File: src/rtl/hazard_stall_controller.sv
// Purpose : detects load-use and ID-branch hazards that forwarding cannot cover; freezes PC/IF-ID,
//           injects ID/EX bubbles for a counted number of cycles, and flushes IF/ID after a taken branch.
// Latency : outputs are combinational from state and inputs (same-cycle reaction); stall length 1..2 cycles.
// Backpressure: the stall itself is the backpressure: PCWrite/IF_ID_Write low holds the front end in place.
//
// Ports:
//   Clk, Reset                 clock (rising edge), asynchronous active-high reset
//   ID_Rs/ID_Rt/ID_UsesRs/Rt   source registers of the ID instruction and whether they are read
//   ID_IsBranch/ID_BranchTaken branch compared in ID and its comparator result
//   EX_WriteReg/RegWrite/MemRead  destination, write enable and load flag of the EX instruction
//   PCWrite, IF_ID_Write       pipeline enables (0 = hold)
//   ID_EX_Bubble               zero ID/EX control this cycle
//   IF_ID_Flush                clear IF/ID on the next edge
//   Stalling                   FSM is in STALL
//   StallCycles, FlushCount    saturating event counters, present only when HAZARD_STATS_EN is defined
module hazard_stall_controller #(
  parameter int BR_LOAD_STALLS = 1,
  parameter int BR_ALU_STALLS  = 1,
  parameter int CNT_W          = 2
) (
  input  logic        Clk,
  input  logic        Reset,
  input  logic [4:0]  ID_Rs,
  input  logic [4:0]  ID_Rt,
  input  logic        ID_UsesRs,
  input  logic        ID_UsesRt,
  input  logic        ID_IsBranch,
  input  logic        ID_BranchTaken,
  input  logic [4:0]  EX_WriteReg,
  input  logic        EX_RegWrite,
  input  logic        EX_MemRead,
  output logic        PCWrite,
  output logic        IF_ID_Write,
  output logic        ID_EX_Bubble,
  output logic        IF_ID_Flush,
  output logic        Stalling
`ifdef HAZARD_STATS_EN
  ,
  output logic [31:0] StallCycles,
  output logic [31:0] FlushCount
`endif
);

  localparam logic [0:0] IDLE  = 1'b0;
  localparam logic [0:0] STALL = 1'b1;

  logic [0:0]       state_q, state_d;
  logic [CNT_W-1:0] cnt_q, cnt_d;
  logic             match;
  logic [CNT_W-1:0] need;
  logic             stall;

  // Register $0 is hard-wired, so writes to it never create a dependency.
  always_comb begin
    match = EX_RegWrite && (EX_WriteReg != 5'd0) &&
            ((ID_UsesRs && (EX_WriteReg == ID_Rs)) ||
             (ID_UsesRt && (EX_WriteReg == ID_Rt)));
  end

  // Number of bubbles the ID instruction needs before it may proceed.
  always_comb begin
    need = '0;
    if (match) begin
      if (ID_IsBranch) begin
        need = EX_MemRead ? CNT_W'(BR_LOAD_STALLS) : CNT_W'(BR_ALU_STALLS);
      end else if (EX_MemRead) begin
        need = CNT_W'(1);
      end
    end
  end

  always_comb begin
    state_d     = state_q;
    cnt_d       = cnt_q;
    stall       = 1'b0;
    IF_ID_Flush = 1'b0;
    if (state_q == IDLE) begin
      if (need != '0) begin
        stall = 1'b1;
        // A single-cycle stall stays in IDLE so the hazard is re-evaluated next cycle.
        if (need > CNT_W'(1)) begin
          cnt_d   = need - CNT_W'(1);
          state_d = STALL;
        end
      end else if (ID_IsBranch && ID_BranchTaken) begin
        IF_ID_Flush = 1'b1;
      end
    end else begin
      // Hazard inputs are ignored here; the count alone decides the release.
      stall = 1'b1;
      if (cnt_q <= CNT_W'(1)) begin
        cnt_d   = '0;
        state_d = IDLE;
      end else begin
        cnt_d = cnt_q - CNT_W'(1);
      end
    end
  end

  always_comb begin
    PCWrite      = !stall;
    IF_ID_Write  = !stall;
    ID_EX_Bubble = stall;
    Stalling     = (state_q == STALL);
  end

  always_ff @(posedge Clk or posedge Reset) begin
    if (Reset) begin
      state_q <= IDLE;
      cnt_q   <= '0;
    end else begin
      state_q <= state_d;
      cnt_q   <= cnt_d;
    end
  end

`ifdef HAZARD_STATS_EN
  logic [31:0] stall_cycles_q, stall_cycles_d;
  logic [31:0] flush_count_q, flush_count_d;

  // Both counters stick at all-ones instead of wrapping.
  always_comb begin
    stall_cycles_d = stall_cycles_q;
    flush_count_d  = flush_count_q;
    if (ID_EX_Bubble && (stall_cycles_q != 32'hFFFF_FFFF)) stall_cycles_d = stall_cycles_q + 32'd1;
    if (IF_ID_Flush && (flush_count_q != 32'hFFFF_FFFF))   flush_count_d  = flush_count_q + 32'd1;
  end

  always_ff @(posedge Clk or posedge Reset) begin
    if (Reset) begin
      stall_cycles_q <= '0;
      flush_count_q  <= '0;
    end else begin
      stall_cycles_q <= stall_cycles_d;
      flush_count_q  <= flush_count_d;
    end
  end

  assign StallCycles = stall_cycles_q;
  assign FlushCount  = flush_count_q;
`endif

endmodule

File: config.mk
export PLATFORM = sky130hd
export DESIGN_NAME = hazard_stall_controller
export DESIGN_NICKNAME = d
export VERILOG_FILES = /design/src/rtl/hazard_stall_controller.sv
export SDC_FILE = /design/constraint.sdc
export NUM_CORES = 1
export LEC_CHECK = 0
export ABC_AREA = 1
export CORE_AREA = 2 2 39 41
export DETAILED_ROUTE_END_ITERATION = 16
export DIE_AREA = 0 0 41 43
export GPL_ROUTABILITY_DRIVEN = 0
export PLACE_DENSITY = 0.67
export SLEW_MARGIN = 0
export SYNTH_ARGS = -nofsm -noshare
export SYNTH_HDL_FRONTEND = slang
export SYNTH_SLANG_ARGS = --single-unit
File: constraint.sdc
create_clock -name Clk -period 1.4 [get_ports Clk]
set_input_delay 0.35 -clock Clk [delete_from_list [all_inputs] [get_ports Clk]]
set_output_delay 0.35 -clock Clk [all_outputs]
set_load 0.1 [all_outputs]
Word level (Yosys, flattened, before mapping)
Index checks and enable logic that the tools add are counted.
{ "op_classes": {"add_sub_neg": 2, "n_lt_le_gt_ge": 2, "eq_ne": 2, "muxes": 16, "reduce_logical": 12} }
{ "op_table": {"columns": ["op", "count"], "rows": [
  ["$mux W1", 12],
  ["$eq A5 B5 Y1", 2],
  ["$mux W2", 4],
  ["$reduce_bool A2 Y1", 3],
  ["$logic_and A1 B1 Y1", 5],
  ["$reduce_bool A5 Y1", 1],
  ["$sub A2 B1 Y2 const B", 2],
  ["$gt A2 B1 Y1 const B", 1],
  ["$le A2 B1 Y1 const B", 1],
  ["$reduce_and A2 Y1", 1],
  ["$logic_not A1 Y1", 1],
  ["$logic_or A1 B1 Y1", 1]
]} }
{ "totals": {"register_bits": 3, "input_bits": 23, "out_inout_bits": 5, "wordCells": 36} }

Logic depth before layout (Yosys ltp)
Gate-level depths: netlist of the first run.
{ "depth": {"depth_word": 9, "depth_mapped": 10, "ltp_nobuf": 9} }

Least setup slack after synthesis of the first run
OpenSTA, ideal clock, no wires.
{ "synth_path": {"path_type": "register to output", "start": "register state_q (netlist: Stalling)", "end": "output port IF_ID_Flush", "t_arrival_ns": 2.699, "required_time_ns": 1.050, "setup_slack_ns": -1.649, "stages_incl_launch_ff": 4, "cell_sequence": "dfrtp_1 inv_1 nand2_2 nor2_1"} }
{ "synth_via": {"elab_chain_cells": 1} }
{ "synth_rtl": {"columns": ["element", "line_no", "source"], "rows": [
  ["start: declaration", "47", "logic [0:0] state_q, state_d;"],
  ["start signal: assignment", "112", "state_q <= state_d;"],
  ["$mux W1", "77", "if (state_q == IDLE) begin"],
  ["end: declaration", "35", "output logic IF_ID_Flush,"]
]} }
No other way between the ends.

Final worst setup path of the first run
{ "layout_path": {"start": "input port ID_UsesRt", "end": "output port IF_ID_Write"} }
{ "layout_via": {"elab_chain_cells": 8} }
{ "layout_rtl": {"columns": ["element", "line_no", "source"], "rows": [
  ["start: declaration", "26", "input logic ID_UsesRt,"],
  ["$logic_and A1 B1 Y1", "57", "(ID_UsesRt && (EX_WriteReg == ID_Rt)));"],
  ["$logic_or A1 B1 Y1", "56", "((ID_UsesRs && (EX_WriteReg == ID_Rs)) ||"],
  ["$logic_and A1 B1 Y1", "55", "match = EX_RegWrite && (EX_WriteReg != 5'd0) &&"],
  ["$mux W1", "63", "if (match) begin"],
  ["$reduce_bool A2 Y1", "78", "if (need != '0) begin"],
  ["$mux W1", "78", null],
  ["$mux W1", "77", null],
  ["$logic_not A1 Y1", "102", "IF_ID_Write = !stall;"],
  ["end: declaration", "33", "output logic IF_ID_Write,"]
]} }
No other way between the ends.

==> results.ini, run 1 <==
[status]
status = complete, but fails checks
violations = negative setup slack

[critical_path]
crit_path_max_incr_delay_ns = 0.19
reg2reg_slack_ns = 0.42
reg2reg_to = cnt_q[0]
cp_slowest_cell = dlygate4sd2_1
timing.rr.start = Stalling
r2r_cells = 5
worstSetupStartpointType = input port
critPathTopFamily = buffers and inverters
cp_common_cell = nand2_1
cp_max_fo = 3
crit_arrival_ns = 1.31
path_class = in -> out
worstPathCellList = dlygate4sd2_1 -> nand2_1 -> nor2_1 -> nand3_1 -> nand2_1 -> nand2_2 -> nand2_8 -> clkinvlp_4 -> buf_12
end_kind = primary output
crit_buf_inv = 3
required_ns = 1.05

[die]
start_util_pct = 25.95
rows = 14
core_area_um2 = 1384
boundaryPins = 28
die_w_um = 41
die_h_um = 43
die_area_um2 = 1763

[sta]
finalSetupViolations = 4
rsz0062_at_grt = true
slew_headroom_pct = 91.52
skew_ns = 0.002141
finalWorstSetupSlack_ns = -0.2616
hold_violations = 0
post-route-period-util_pct = 118.7
max_freq_ghz = 0.6018
worstMarginPinSlew_ns = 0.1272
finalMaxSlewViolations = 0
finalCriticalPeriod_ns = 1.662

[final_layout]
areaGrowthSynthToFinish_pct = 123.3
finish.net_count = 130
drive_gt1_share_pct = 48.11
final_util_pct = 57.96
num_antenna_cells = 0

[power]
ir_drop_v = 0.0002449
p_leak_nw = 0.4518
p_per_area_nw_per_um2 = 525.8
totalPowerFinal_mw = 0.4217

[synthesis]
yosysMostFrequentCell = nand2_1
yosys_warnings = 0
syn_area_per_cell_um2 = 4.919
ys_top_cells_by_area = nand2_1 33%, dfrtp_1 21%, inv_1 16%, nor2_1 10%, inv_2 4.2%
synth_seq_cells = 3
synth_top_area_share_pct = 33.45
synthesis.area_um2 = 359.1
syn_nets = 96
yosys.area.top_type = nand2_1
synth-edff-count = 0
yosysSeqAreaShare_pct = 20.91
synthFlopType = dfrtp_1
ys_async_sr_fraction_pct = 100.0
yosysUniqueCellTypes = 13
synth_commonest_cells = 32 x nand2_1, 15 x inv_1, 10 x nor2_1
synthCells = 73

[clock_tree]
cts_buffers = 3
cts.sinks = 3
htree_levels = 1
cts_tree = done
clock-root-buffer = clkbuf_4
clk_latency_ns = 0.24
cts_buffer_depth = 2
clk_pin_slew_worst_paths_ns = 0.04
cts_hold_buf = 0
post_cts_buffers = 0

[drt]
vias = 516
drc = 0
avgViaCountPerCell = 4.230
firstDrtPassIters = 4
first_iter_violations = 3
postRouteAntennaNets = 0
wl_per_cell_um = 7.787
routed_wl_um = 950

[min_path]
min_path_type = in -> async

[placement]
dp_hpwl_um = 793.5
port_buffers = 27

[grt]
grt_pass1_vias = 423
groute.usage.overall_pct = 12.54
grt_pass1_wl_um = 1497
grt_remaining_overflow = 0
antenna_found_initial = 0
grt_max_degree = 6

[flow_run]
maxCapViolCount = 0

## worst max path at each step
stage | start | end | slack, ns | depth (start not counted)
floorplan | EX_WriteReg[2] | PCWrite | -0.74 | 10
global placement | EX_WriteReg[2] | IF_ID_Write | -0.76 | 12
detailed placement | EX_WriteReg[2] | PCWrite | -0.77 | 12
CTS | EX_WriteReg[2] | PCWrite | -0.36 | 12
global route | EX_WriteReg[4] | IF_ID_Write | -0.36 | 9
finish | ID_UsesRt | IF_ID_Write | -0.26 | 9
## registers in the layout (all words and copies together), names as in the netlist
signal / cells
Stalling: 1
cnt_q: 2
## power breakdown
group | internal, mW | switching (mW) | leakage (nW)
registers | 0.0871 | 0 | 0.0399
logic | 0.0876 | 0.0889 | 0.397
clock network | 0.107 | 0.0509 | 0.0150
total | 0.282 | 0.140 | 0.452
## what timing repair did
action                                  in CTS  in global routing
pin swaps                                   17                 20
endpoints found under the hold margin        0                  0
endpoints found under the setup margin       4                  4
resized for setup                           53                 38
## cell usage in the layout (no fill, tap or decap), types with 4 or more instances in the layout
cell / synthesis / layout
nand2_1: 32 / 22
nand2_2: 1 / 10
inv_1: 15 / 9
nor2_1: 10 / 7
clkbuf_2: 0 / 6
buf_12: 0 / 5
inv_2: 4 / 4
buf_6: 0 / 4
## final cells by class
cell class | count | area, um2
Clock buffer | 4 | 26.28
Inverter | 19 | 100.1
Fill cell | 139 | 581.8
Sequential cell | 3 | 78.83
Multi-Input combinational cell | 50 | 256.5
Timing Repair Buffer | 30 | 320.3
Tap cell | 16 | 20.02
## cells by family after synthesis
logic type,share of synthesized area [%]
flops,20.91
simple gates,50.18
compound gates,6.968
buf+inv,21.95
## through the flow
| stage | setup TNS (ns) | worst slack [ns] | cell area (um2) | cells | hold WS (ns) |
|---|---|---|---|---|---|
| after global placement | -2.936 | -0.7590 | 770.7 | 119 | 0.4517 |
| after global routing | -1.400 | -0.3558 | 802.0 | 122 | 0.2868 |
| final | -0.9856 | -0.2616 | 802.0 | 122 | 0.2835 |
| after floorplan | -1.830 | -0.7427 | 420.4 | 73 | 0.1037 |
| after detailed placement | -2.984 | -0.7710 | 770.7 | 119 | 0.4762 |
| after CTS | -1.397 | -0.3578 | 777.0 | 123 | 0.2731 |
## metal layers
layer	GRT usage [%]	share of wire, %	vias to the layer above
met5	0	0	-
met4	10.00	2.0	0
met3	3.141	6.8	2
met2	18.13	52	21
met1	14.74	39	219
li1	-	-	274
(Power assumes the default switching activity.)
==> run 2: changes to the inputs <==
--- a/config.mk
+++ b/config.mk
@@ -10,7 +10,7 @@
 export DETAILED_ROUTE_END_ITERATION = 16
 export DIE_AREA = 0 0 41 43
 export GPL_ROUTABILITY_DRIVEN = 0
-export PLACE_DENSITY = 0.67
+export PLACE_DENSITY = 0.65
 export SLEW_MARGIN = 0
 export SYNTH_ARGS = -nofsm -noshare
 export SYNTH_HDL_FRONTEND = slang
==> run 2 against run 1 <==
Compared with the run above: the run still ends with negative setup slack left; clock skew fell by 0.0015 ns; global-route usage increased by 1.2 points; sequential cell count did not move; clock power about the same; maximum frequency is 0.29% lower; die area did not move; largest cell class unchanged; largest power group unchanged.
==> results.ini, run 2 (synthesized netlist as in run 1, its figures left out) <==
[clock_tree]
cts.sinks = 3  ; unchanged
cts_buffer_depth = 2  ; unchanged
clock-root-buffer = clkbuf_4
cts_tree = done
cts_hold_buf = 0  ; unchanged
clk_latency_ns = 0.23  ; about the same
clk_pin_slew_worst_paths_ns = 0.04  ; about the same
cts_buffers = 3  ; unchanged
htree_levels = 1  ; unchanged

[final_layout]
final_common_cell = nand2_1
final_util_pct = 59.95  ; +2.0 points
largest_reg_flops = 2  ; unchanged
finish.net_count = 130  ; unchanged
largest-register = cnt_q
areaGrowthSynthToFinish_pct = 131.0
multi_input_area_um2 = 255.2  ; -0.49%
layout_common_cells = 22 x nand2_1, 10 x nand2_2, 9 x nor2_1, 9 x inv_2, 9 x buf_6
drive_gt1_share_pct = 53.77  ; +5.7 points
register_area_um2 = 78.83  ; unchanged
num_antenna_cells = 0  ; unchanged
n_fill_cell = 140  ; +0.72%

[drt]
dr_wl_met2_um = 523  ; +5.4%
routed_wl_um = 950  ; unchanged
firstDrtPassIters = 2  ; -2
drc = 0  ; unchanged
met3_length_um = 63  ; -3.1%
postRouteAntennaNets = 0  ; unchanged
first_iter_violations = 4  ; +1
drt-met1-wl_um = 342  ; -7.1%
routed.top_layer = met4
wl_per_cell_um = 7.787  ; unchanged
avgViaCountPerCell = 4.205  ; -0.58%
vias = 513  ; -0.58%

[die]
rows = 14  ; unchanged
die_w_um = 41  ; unchanged
boundaryPins = 28  ; unchanged
die_area_um2 = 1763  ; unchanged
start_util_pct = 25.95  ; unchanged
die_h_um = 43  ; unchanged
core_area_um2 = 1384  ; unchanged

[sta]
hold_violations = 0  ; unchanged
skew_ns = 0.0006815  ; -0.001460 ns
post-route-period-util_pct = 119.0  ; +0.34 points
finalWorstSetupSlack_ns = -0.2664  ; -0.004775 ns
rsz0062_at_grt = true
finalSetupViolations = 4  ; unchanged
slew_headroom_pct = 92.09  ; +0.57 points
worstMarginPinSlew_ns = 0.1186  ; -0.008626 ns
max_freq_ghz = 0.6001  ; -0.29%
fin_tns_setup_ns = -0.9563  ; +0.02932 ns
hold_ws_ns = 0.2879  ; +0.004433 ns
finalCriticalPeriod_ns = 1.666  ; +0.004775 ns
finalMaxSlewViolations = 0  ; unchanged

[power]
p_per_area_nw_per_um2 = 517.3  ; -1.6%
totalPowerFinal_mw = 0.4292  ; +1.8%
p_leak_nw = 0.4574  ; +1.2%
power.combinational.fraction_pct = 43.6  ; +1.8 points
clockPowerShare_pct = 36.0  ; -1.5 points
p_sw_mw = 0.1379  ; -1.4%
swShare_pct = 32.13  ; -1.0 points
ir_drop_v = 0.0002491  ; +1.7%
power.share.sequential_pct = 20.3  ; -0.4 points
internal_power_mw = 0.2913  ; +3.3%

[critical_path]
critPathLaunch = ID_Rs[3]
reg2reg_to = cnt_q[0]
endpoint = PCWrite
reg2reg_slack_ns = 0.44  ; +0.02 ns
r2r_cells = 5  ; unchanged
required_ns = 1.05  ; about the same
cp_max_fo = 3  ; unchanged
crit_arrival_ns = 1.32  ; about the same
timing.rr.start = Stalling
end_kind = primary output
path_class = in -> out
worstSetupStartpointType = input port

[grt]
grt_max_degree = 6  ; unchanged
grt_pass1_wl_um = 1642  ; +9.7%
grt_pass1_vias = 442  ; +4.5%
antenna_found_initial = 0  ; unchanged
grt_remaining_overflow = 0  ; unchanged
groute.usage.overall_pct = 13.73  ; +1.2 points

[min_path]
min_path_type = in -> async

[status]
status = complete, but fails checks
violations = negative setup slack

[placement]
port_buffers = 27  ; unchanged
dp_hpwl_um = 859.6  ; +8.3%

[flow_run]
maxCapViolCount = 0  ; unchanged

==> run 2: worst min path at each step <==
stage,from,end,slack [ns],cells past startpoint
2_1_floorplan,Reset,cnt_q[0],0.10,1
3_3_place_gp,cnt_q[0],cnt_q[0],0.46,1
3_5_place_dp,cnt_q[0],cnt_q[0],0.46,1
4_1_cts,Reset,Stalling,0.29,2
5_1_grt,Reset,Stalling,0.30,2
6_report,Reset,Stalling,0.29,2
==> run 2: metal layers <==
layer / vias to the layer above / GRT usage (%)
met3: 3 / 3.141
met1: 215 / 13.42
met5: - / 0
li1: 274 / -
met4: 0 / 8.000
met2: 21 / 24.06
==> run 2: critical path, stage by stage <==
cell and delay, ns:
buf_4 0.13, nand2_1 0.05, nand2_1 0.05, nor2_1 0.10, nand3_1 0.08, nand2_1 0.08
nand2_2 0.08, nand2_8 0.09, clkinvlp_4 0.12, buf_12 0.18
==> run 2: layout make-up <==
class	count	area share, %
multi-input cells	50	30.77
inverters	19	12.07
well taps	16	2.413
clock buffers	4	3.167
flip-flops and latches	3	9.502
repair buffers	30	42.08
==> run 2: timing repair <==
action                                  4_1_cts  5_1_grt
gates resized for setup                      98       14
cloned                                        0        0
buffers inserted                              1        0
pin swaps                                    25       19
endpoints found under the setup margin        4        4
==> run 2: power by group through the flow <==
stage          Combinational, mW  Clock, mW  Sequential [mW]
2_1_floorplan             0.0794          0           0.0884
3_3_place_gp               0.173          0           0.0884
3_5_place_dp               0.175          0           0.0884
4_1_cts                    0.175      0.162           0.0872
5_1_grt                    0.206      0.181           0.0869
6_report                   0.187      0.155           0.0872
==> run 2: stage by stage <==
step           worst slack (ns)  instance area (um2)  instances
6_report                -0.2664                829.5        122
5_1_grt                 -0.3454                829.5        122
3_5_place_dp            -0.8552                755.7        117
2_1_floorplan           -0.7427                420.4         73
3_3_place_gp            -0.8274                755.7        117
4_1_cts                 -0.2685                788.3        122
